`src/rtl/usb_transmitter_if.sv`:
```
// Bus bundle for the full-speed USB transmitter: start/length handshake,
// packet buffer read port and the D+/D- drive signals.
interface usb_transmitter_if #(
  parameter int BUFFER_SIZE = 1024
);
  localparam int LW = $clog2(BUFFER_SIZE) + 1;
  localparam int AW = $clog2(BUFFER_SIZE / 4);

  logic          tx_start;
  logic [LW-1:0] tx_length;
  logic          tx_busy;
  logic          tx_done;
  logic [AW-1:0] buffer_address;
  logic [31:0]   buffer_read_value;
  logic          usb_tx_oe;
  logic          usb_tx_dp;
  logic          usb_tx_dn;

  // The transmitter itself is the master side.
  modport master (
    input  tx_start, tx_length, buffer_read_value,
    output tx_busy, tx_done, buffer_address, usb_tx_oe, usb_tx_dp, usb_tx_dn
  );

  modport slave (
    output tx_start, tx_length, buffer_read_value,
    input  tx_busy, tx_done, buffer_address, usb_tx_oe, usb_tx_dp, usb_tx_dn
  );
endinterface

```
`src/rtl/usb_transmitter.sv`:
```
// Full-speed USB packet transmitter: SYNC, NRZI, bit stuffing and EOP on D+/D-,
// reading the packet bytes from a registered word-wide buffer port.
module usb_transmitter #(
  parameter int BUFFER_SIZE    = 1024,
  parameter int CLOCKS_PER_BIT = 4
) (
  input  logic              clk48,
  input  logic              rst_n,
  usb_transmitter_if.master bus
);
  localparam int LW = $clog2(BUFFER_SIZE) + 1;
  localparam int AW = $clog2(BUFFER_SIZE / 4);
  localparam logic [1:0] LAST_PHASE = 2'(CLOCKS_PER_BIT - 1);

  typedef enum logic [2:0] {IDLE, SYNC, DATA, EOP_SE0, EOP_J} state_t;

  state_t        r_state, w_stateNext;
  logic [1:0]    r_phase, w_phaseNext;
  logic [2:0]    r_bitCnt, w_bitCntNext;
  logic [LW-1:0] r_byteCnt, w_byteCntNext;
  logic [LW-1:0] r_length, w_lengthNext;
  logic [2:0]    r_ones, w_onesNext;
  logic [31:0]   r_word, w_wordNext;
  logic [AW-1:0] r_addr, w_addrNext;
  logic          r_dp, w_dpNext;
  logic          r_dn, w_dnNext;
  logic          r_oe, w_oeNext;
  logic          r_busy, w_busyNext;
  logic          r_done, w_doneNext;

  logic          w_bitLast;
  logic          w_accept;
  logic          w_emit;
  logic          w_bitVal;
  logic          w_startByte;
  logic [4:0]    w_idx;
  logic [2:0]    w_bitInc;
  logic [LW-1:0] w_byteInc;

  assign w_bitLast = (r_phase == LAST_PHASE);
  assign w_bitInc  = r_bitCnt + 3'd1;
  assign w_byteInc = r_byteCnt + LW'(1);
  assign w_accept  = bus.tx_start && !r_busy && (bus.tx_length != '0) &&
                     (bus.tx_length <= LW'(BUFFER_SIZE));

  // Line outputs are registered; each bit boundary decides the next bit to
  // drive: a stuffed toggle when six ones have gone out, otherwise the next
  // SYNC/data bit. Stuffing never advances the bit/byte pointers.
  always_comb begin
    w_stateNext   = r_state;
    w_phaseNext   = w_bitLast ? 2'd0 : r_phase + 2'd1;
    w_bitCntNext  = r_bitCnt;
    w_byteCntNext = r_byteCnt;
    w_lengthNext  = r_length;
    w_onesNext    = r_ones;
    w_wordNext    = r_word;
    w_addrNext    = r_addr;
    w_dpNext      = r_dp;
    w_dnNext      = r_dn;
    w_oeNext      = r_oe;
    w_busyNext    = r_busy;
    w_doneNext    = 1'b0;
    w_emit        = 1'b0;
    w_bitVal      = 1'b0;
    w_startByte   = 1'b0;
    w_idx         = '0;

    case (r_state)
      IDLE: begin
        w_dpNext = 1'b1;
        w_dnNext = 1'b0;
        w_oeNext = 1'b0;
        if (w_accept) begin
          // First SYNC bit is a 0, so the line starts at K right away.
          w_stateNext   = SYNC;
          w_phaseNext   = 2'd0;
          w_lengthNext  = bus.tx_length;
          w_addrNext    = '0;
          w_bitCntNext  = 3'd0;
          w_byteCntNext = '0;
          w_onesNext    = 3'd0;
          w_dpNext      = 1'b0;
          w_dnNext      = 1'b1;
          w_oeNext      = 1'b1;
          w_busyNext    = 1'b1;
        end
      end
      SYNC, DATA: begin
        if (w_bitLast) begin
          if (r_ones == 3'd6) begin
            w_dpNext   = r_dn;
            w_dnNext   = r_dp;
            w_onesNext = 3'd0;
          end else if (r_state == SYNC) begin
            w_emit = 1'b1;
            if (r_bitCnt != 3'd7) begin
              w_bitCntNext = w_bitInc;
              w_bitVal     = (r_bitCnt == 3'd6);
            end else begin
              w_stateNext   = DATA;
              w_bitCntNext  = 3'd0;
              w_byteCntNext = '0;
              w_wordNext    = bus.buffer_read_value;
              w_bitVal      = bus.buffer_read_value[0];
              w_startByte   = 1'b1;
            end
          end else if (r_bitCnt != 3'd7) begin
            w_emit       = 1'b1;
            w_bitCntNext = w_bitInc;
            w_idx        = {r_byteCnt[1:0], w_bitInc};
            w_bitVal     = r_word[w_idx];
          end else if (w_byteInc < r_length) begin
            w_emit        = 1'b1;
            w_byteCntNext = w_byteInc;
            w_bitCntNext  = 3'd0;
            w_startByte   = 1'b1;
            if (w_byteInc[1:0] == 2'd0) begin
              w_wordNext = bus.buffer_read_value;
              w_bitVal   = bus.buffer_read_value[0];
            end else begin
              w_idx    = {w_byteInc[1:0], 3'd0};
              w_bitVal = r_word[w_idx];
            end
          end else begin
            w_stateNext  = EOP_SE0;
            w_bitCntNext = 3'd0;
            w_dpNext     = 1'b0;
            w_dnNext     = 1'b0;
          end
        end
      end
      EOP_SE0: begin
        if (w_bitLast) begin
          if (r_bitCnt == 3'd0) begin
            w_bitCntNext = 3'd1;
          end else begin
            w_stateNext = EOP_J;
            w_dpNext    = 1'b1;
            w_dnNext    = 1'b0;
          end
        end
      end
      EOP_J: begin
        if (w_bitLast) begin
          w_stateNext = IDLE;
          w_oeNext    = 1'b0;
          w_busyNext  = 1'b0;
          w_doneNext  = 1'b1;
        end
      end
      default: w_stateNext = IDLE;
    endcase

    // NRZI: a 1 holds the line, a 0 toggles it and clears the run of ones.
    if (w_emit) begin
      if (w_bitVal) begin
        w_onesNext = (r_ones == 3'd6) ? 3'd6 : r_ones + 3'd1;
      end else begin
        w_dpNext   = r_dn;
        w_dnNext   = r_dp;
        w_onesNext = 3'd0;
      end
    end

    // Request the following word a full word ahead, only if it holds packet bytes.
    if (w_startByte && (w_byteCntNext[1:0] == 2'd0) &&
        ((w_byteCntNext + LW'(4)) < r_length)) begin
      w_addrNext = r_addr + AW'(1);
    end
  end

  always_ff @(posedge clk48 or negedge rst_n) begin
    if (!rst_n) begin
      r_state   <= IDLE;
      r_phase   <= 2'd0;
      r_bitCnt  <= 3'd0;
      r_byteCnt <= '0;
      r_length  <= '0;
      r_ones    <= 3'd0;
      r_word    <= '0;
      r_addr    <= '0;
      r_dp      <= 1'b1;
      r_dn      <= 1'b0;
      r_oe      <= 1'b0;
      r_busy    <= 1'b0;
      r_done    <= 1'b0;
    end else begin
      r_state   <= w_stateNext;
      r_phase   <= w_phaseNext;
      r_bitCnt  <= w_bitCntNext;
      r_byteCnt <= w_byteCntNext;
      r_length  <= w_lengthNext;
      r_ones    <= w_onesNext;
      r_word    <= w_wordNext;
      r_addr    <= w_addrNext;
      r_dp      <= w_dpNext;
      r_dn      <= w_dnNext;
      r_oe      <= w_oeNext;
      r_busy    <= w_busyNext;
      r_done    <= w_doneNext;
    end
  end

  assign bus.tx_busy        = r_busy;
  assign bus.tx_done        = r_done;
  assign bus.buffer_address = r_addr;
  assign bus.usb_tx_oe      = r_oe;
  assign bus.usb_tx_dp      = r_dp;
  assign bus.usb_tx_dn      = r_dn;
endmodule

```
`src/flat_wrapper.sv`:
```
// flat-port wrapper written by rule: the top's interface ports become plain ports
module usb_transmitter_flat 
#(
  parameter int BUFFER_SIZE    = 1024,
  parameter int CLOCKS_PER_BIT = 4
)
  (clk48, rst_n, bus_tx_start, bus_tx_length, bus_buffer_read_value, bus_tx_busy, bus_tx_done, bus_buffer_address, bus_usb_tx_oe, bus_usb_tx_dp, bus_usb_tx_dn);
  usb_transmitter_if #(.BUFFER_SIZE(BUFFER_SIZE)) bus_i ();
  input  logic clk48;
  input  logic rst_n;
  input wire logic [$bits(bus_i.tx_start)-1:0] bus_tx_start;
  input wire logic [$bits(bus_i.tx_length)-1:0] bus_tx_length;
  input wire logic [$bits(bus_i.buffer_read_value)-1:0] bus_buffer_read_value;
  output wire logic [$bits(bus_i.tx_busy)-1:0] bus_tx_busy;
  output wire logic [$bits(bus_i.tx_done)-1:0] bus_tx_done;
  output wire logic [$bits(bus_i.buffer_address)-1:0] bus_buffer_address;
  output wire logic [$bits(bus_i.usb_tx_oe)-1:0] bus_usb_tx_oe;
  output wire logic [$bits(bus_i.usb_tx_dp)-1:0] bus_usb_tx_dp;
  output wire logic [$bits(bus_i.usb_tx_dn)-1:0] bus_usb_tx_dn;
  assign bus_i.tx_start = bus_tx_start;
  assign bus_i.tx_length = bus_tx_length;
  assign bus_i.buffer_read_value = bus_buffer_read_value;
  assign bus_tx_busy = bus_i.tx_busy;
  assign bus_tx_done = bus_i.tx_done;
  assign bus_buffer_address = bus_i.buffer_address;
  assign bus_usb_tx_oe = bus_i.usb_tx_oe;
  assign bus_usb_tx_dp = bus_i.usb_tx_dp;
  assign bus_usb_tx_dn = bus_i.usb_tx_dn;
  usb_transmitter #(.BUFFER_SIZE(BUFFER_SIZE), .CLOCKS_PER_BIT(CLOCKS_PER_BIT)) u_core (.clk48(clk48), .rst_n(rst_n), .bus(bus_i));
endmodule
```
`config.mk`:
```
export PLATFORM = sky130hd
export DESIGN_NAME = usb_transmitter_flat
export DESIGN_NICKNAME = d
export VERILOG_FILES = /design/src/rtl/usb_transmitter_if.sv /design/src/rtl/usb_transmitter.sv /design/src/flat_wrapper.sv
export SDC_FILE = /design/constraint.sdc
export NUM_CORES = 1
export LEC_CHECK = 0
export BUFFER_PORTS_ARGS = -buffer_cell sky130_fd_sc_hd__buf_2
export CORE_AREA = 10 10 102 104
export CTS_BUF_LIST = sky130_fd_sc_hd__clkbuf_4 sky130_fd_sc_hd__clkbuf_8 sky130_fd_sc_hd__clkbuf_16
export DETAILED_ROUTE_END_ITERATION = 10
export DIE_AREA = 0 0 112 114
export GPL_ROUTABILITY_DRIVEN = 0
export PLACE_DENSITY = 0.77
export SYNTH_ARGS = -nofsm -noshare
export SYNTH_HDL_FRONTEND = slang
export SYNTH_SLANG_ARGS = --single-unit
```
`constraint.sdc`:
```
create_clock -name clk48 -period 7.9 [get_ports clk48]
set_input_delay 1.58 -clock clk48 [delete_from_list [all_inputs] [get_ports clk48]]
set_output_delay 1.58 -clock clk48 [all_outputs]
set_load 0.05 [all_outputs]
```
# Word-level counts from Yosys, hierarchy flattened
# Cells that the tools add are included.
# word_totals
out_inout_bits,13
memories,0
regBits,78
romBits,0
latchBits,0
mem_bits_rw,0
wordCells,168
# op_classes
magnitude_cmp,5
bitwise,2
mux,95
shift,0
n_div,0
addsub,6
eq_ne,20
n_reduce_logical,27
multipliers,0
# ops
op,n
$mux 32,5
$mux 11,7
$mux 3,21
$mux 1,46
$mux 8,3
$lt 11x11->1,2
$pmux 11 s2,1
$lt 5x6->1 const B,2
$pmux 3 s4,1
$reduce_and 6->1,2
$add 11x1->11 const B,1
$add 11x3->11 const B,1
$le 11x11->1 const B,1
$reduce_bool 11->1,1
$ne 2x1->1 const B,5
$reduce_bool 2->1,5
$eq 3x3->1 const B,3
$ne 3x1->1 const B,3
$pmux 3 s3,1
$add 8x1->8 const B,1
$reduce_and 8->1,1
$add 3x1->3 const B,2
$eq 3x2->1 const B,2
$logic_not 3->1,2
21 further kinds,36

# Depth between registers and ports, before layout
# logic_depth
word_depth,13
ltp_mapped,30
mapped_depth_nobuf,28

# Least setup slack after synthesis
# OpenSTA, ideal clock, no wires.
# synth_path
path_kind,reg-to-reg
startpoint,reg u_core.r_byteCnt[1]
endpoint,"reg u_core.r_addr[4], in the netlist u_core.bus.buffer_address[4]"
path_slack_ns,2.023
synth_period_minus_slack_ns,5.877
t_arrival_ns,5.759
t_required_ns,7.782
stages_incl_launch_ff,26
path_buffers,1
setup_ns,0.118
path_cell_list,dfrtp_1 ha_1 and3_1 and3_1 buf_2 nand3_1 nor2_1 xor2_1 ha_1 a21oi_1 o221ai_2 a211oi_4 nand2_1 a221o_1 a211o_1 a21oi_2 or3b_1 xnor2_1 ha_1 and4_1 and2_1 or4_1 or3_1 o21ai_1 o21ai_0 a21o_1
# synth_via
elab_chain_len,13
# synth_rtl
element,line_no,text
"start, declared",usb_transmitter.sv:20,"logic [LW-1:0] r_byteCnt, w_byteCntNext;"
"start signal, assigned",usb_transmitter.sv:191,r_byteCnt <= w_byteCntNext;
$add 11x1->11,usb_transmitter.sv:42,assign w_byteInc = r_byteCnt + LW'(1);
$lt 11x11->1,usb_transmitter.sv:112,end else if (w_byteInc < r_length) begin
$mux 11,usb_transmitter.sv:112,
$mux 11,usb_transmitter.sv:107,end else if (r_bitCnt != 3'd7) begin
$mux 11,usb_transmitter.sv:94,end else if (r_state == SYNC) begin
$mux 11,usb_transmitter.sv:90,if (r_ones == 3'd6) begin
$mux 11,usb_transmitter.sv:89,if (w_bitLast) begin
$pmux 11 s2,usb_transmitter.sv:68,case (r_state)
$add 11x3->11 or $logic_not 2->1 (tied branches),"usb_transmitter.sv:167, usb_transmitter.sv:166",
$lt 11x11->1 or $logic_and 1x1->1 (tied branches),"usb_transmitter.sv:167, usb_transmitter.sv:166",
$logic_and 1x1->1 *,usb_transmitter.sv:166,if (w_startByte && (w_byteCntNext[1:0] == 2'd0) &&
$reduce_bool 2->1 (no source line),--,
$reduce_and 2->1 (no source line),--,
"end signal, assigned",usb_transmitter.sv:195,r_addr <= w_addrNext;
"end, declared",usb_transmitter.sv:24,"logic [AW-1:0] r_addr, w_addrNext;"
# Every way passes the cells marked *; elsewhere a longest branch is shown, timed or not.
# A chain may end at the register's enable or synchronous reset.

# Final worst setup path
# layout_path
startpoint,reg u_core.r_byteCnt[0]
endpoint,"reg u_core.r_addr[3], in the netlist u_core.bus.buffer_address[3]"
# The elaborated chain is that of the path after synthesis.

==> run metrics <==
status finished, final reports clean; RSZ-0062 raised after global routing no; CP Class reg2reg; post_cts resized 0; EDFF count, synth 0; hpwl dp ~8.2 mm; Synth top cells by count dfrtp_1 (77), nand2_1 (54), mux2_2 (35), o21ai_0 (32), ha_1 (31); Die Ht about 110 um; fin crit period just under 7 ns; clock-pin transition on the worst setup and hold timing paths approximately 0.09 ns; worst min path class reg2reg; Switching Fraction 29.8%; Detail Route Antenna Nets 0; Die Footprint 12800 um^2; initial antenna violation count 1; row count 34; critical path's largest stage delay roughly 0.57 ns; CTS Hold Bufs 0; Seq/Total Area, Yosys 40.2%; crit path DAT 7.21 ns; global route overflow 0; Post-synth ARST share 100%; most used cell, CP ha_1; IO Count 59; Setup-failing EPs final 0; CP Capture Type register; vias per inst 5.91; nets@finish 604; TritonCTS Buffers 9; synthesized area 4850 um^2; area grow syn2layout 11.0%; share of cells above drive strength 1 25.8%; most frequent cell after synthesis dfrtp_1; vias in the first global route between 3000 and 4000; wirelength, routed around 11 mm; hold_ws roughly 0.45 ns; Avg WL per Cell 17.0 um; CTS tree built; clock power share roughly a third; WP buf/inv 0; Hold Vio Cnt, Final 0; Ys Warns 0; Synth area leaders dfrtp_1 (40%), mux2_2 (8.1%), ha_1 (8.0%); Vias 3785; largest net degree at the start of global routing 79; Core ar. 8470 um^2; Slew @ Worst Pin 0.977 ns; syn nets 558; setup TNS 0 ns; post-synthesis cell type count 64; CP delay by family, top simple AND/OR/NAND/NOR gates; setup bufs post-CTS 0; DR pass1 iterations 4; Fin Clk Skew 0.0119 ns; sequential share of power 48.0%; FILL cells 707; CTS Buffer Depth 2; crit-path cells ha_1 > and3_1 > and3_1 > nand3_1 > nor2_1 > xor2_1 > ha_1 > a21oi_1 > o221ai_2 > a211oi_4 > nand2_1 > a221o_1 > a211o_1 > a21oi_2 > or3b_1 > xnor2_1 > ha_1 > and4_1 > and2_1 > or4_1 > or3_1 > o21ai_1 > o21ai_0 > a21o_1; Crit path required time 8.15 ns; Critical Path Start Type register; Int Pwr 655 uW; Max Cap Violations 0; All-Layer GR Usage between 15 and 20%; combinational power share 18.9%; PwrDens 173 nW/um^2; Clock Sinks 78; DIE WIDTH around 110 um; maximum clock rate 144 MHz; Initial Util 57.3%; register bit count reported by yosys 78; static leakage power about 2.6 nW; FF/Latch Area 1950 um^2; Synth area leader dfrtp_1; max_slew headroom between 30% and 40%; first-pass GRT wire length 18.6 mm; switching power ~280 uW; H-Tree Depth 3; DR iter-0 viols 157; antenna diode count 0; Synth Instances 481; Synth Flop Type dfrtp_1; Final period util approximately nine tenths; Slowest-stage cell, CP dfrtp_1; Worst-Skew Late Latency 0.36 ns; multi-input combinational cell area approximately 2700 um^2; CP Max Fanout 11; DRC violations left 0; Root Driver clkbuf_8; post-synth top area share 39.7%; fin. max-slew vios 0; maximum vdd drop roughly 0.11 mV; input/output buffers between 50 and 60; Mean Syn Cell Area just over 10 um^2
[layout make-up]
class,count,area share [%]
flip-flops and latches,78,36.3
inverters,22,1.53
repair buffers,59,5.57
multi-input cells,357,50.3
clock buffers,9,2.30
well taps,108,2.51
clock inverters,7,1.49
[power by group through the flow]
| stage | combinational [mW] | clock, mW | sequential [mW] |
|---|---|---|---|
| global placement | 0.174 | 0 | 0.454 |
| detailed placement | 0.179 | 0 | 0.457 |
| CTS | 0.180 | 0.317 | 0.448 |
| floorplan | 0.112 | 0 | 0.470 |
| finish | 0.176 | 0.309 | 0.448 |
| global route | 0.195 | 0.333 | 0.453 |
[routing by layer]
| metal | track usage [%] | up-vias | routed length (um) |
|---|---|---|---|
| li1 | - | 1817 | - |
| met5 | 0 | - | 13 |
| met1 | 20.9 | 1804 | 4620 |
| met4 | 7.78 | 2 | 275 |
| met2 | 28.6 | 133 | 5140 |
| met3 | 4.99 | 29 | 821 |
[metrics by stage]
step | utilization [%] | power (mW) | setup WS (ns) | cell area [um^2] | cells
2_1_floorplan | - | 0.582 | 2.02 | 4850 | 481
3_3_place_gp | 61.2 | 0.628 | 1.27 | 5180 | 624
3_5_place_dp | 61.2 | 0.636 | 1.05 | 5180 | 624
4_1_cts | 63.6 | 0.946 | 1.00 | 5390 | 640
5_1_grt | 63.6 | 0.980 | 0.429 | 5390 | 640
6_report | 63.6 | 0.934 | 0.941 | 5390 | 640
[registers in the layout, indices dropped and copies added, names as in the netlist]
register,cells
u_core.r_word,32
u_core.r_byteCnt,11
u_core.r_length,11
u_core.bus.buffer_address,8
u_core.r_bitCnt,3
u_core.r_ones,3
u_core.r_state,3
u_core.r_phase,2
u_core.bus.tx_busy,1
u_core.bus.tx_done,1
u_core.bus.usb_tx_dn,1
u_core.bus.usb_tx_dp,1
u_core.bus.usb_tx_oe,1
[logic make-up after synthesis]
kind of cell / share of synthesized area, %
AOI/OAI and AO/OA: 14.5
and+or+nand+nor: 15.6
DFF: 40.2
adders and majority gates: 8.20
xor gates and xnor gates: 3.61
buffers and inverters: 4.05
muxes: 13.8
[worst paths after layout]
kind                                                from                                  endpoint  slack, ns  cells after the start
max reg2reg                u_core.r_byteCnt[0]$_DFF_PN0_  u_core.bus.buffer_address[3]$_DFFE_PN0P_       0.94                     24
min reg2reg                  u_core.r_phase[0]$_DFF_PN0_               u_core.r_phase[0]$_DFF_PN0_       0.45                      1
max in group asynchronous                          rst_n              u_core.r_ones[2]$_DFFE_PN0P_       5.89                      1
min                          u_core.r_phase[0]$_DFF_PN0_               u_core.r_phase[0]$_DFF_PN0_       0.45                      1
max                        u_core.r_byteCnt[0]$_DFF_PN0_  u_core.bus.buffer_address[3]$_DFFE_PN0P_       0.94                     24
min in group asynchronous                          rst_n            u_core.r_length[3]$_DFFE_PN0P_       1.37                      1
[layout by cell type, fill, tap and decap left out, drive strengths merged, types with 7 or more instances in the layout]
cell	count
a21o	9
nand2	54
nand3	20
inv	25
nor2	26
xor2	14
a21oi	21
mux2	35
buf	59
clkbuf	9
o21ai	35
o21a	7
dfrtp	77
mux4	11
ha	31
No activity file was read; power rests on OpenSTA's default activity.
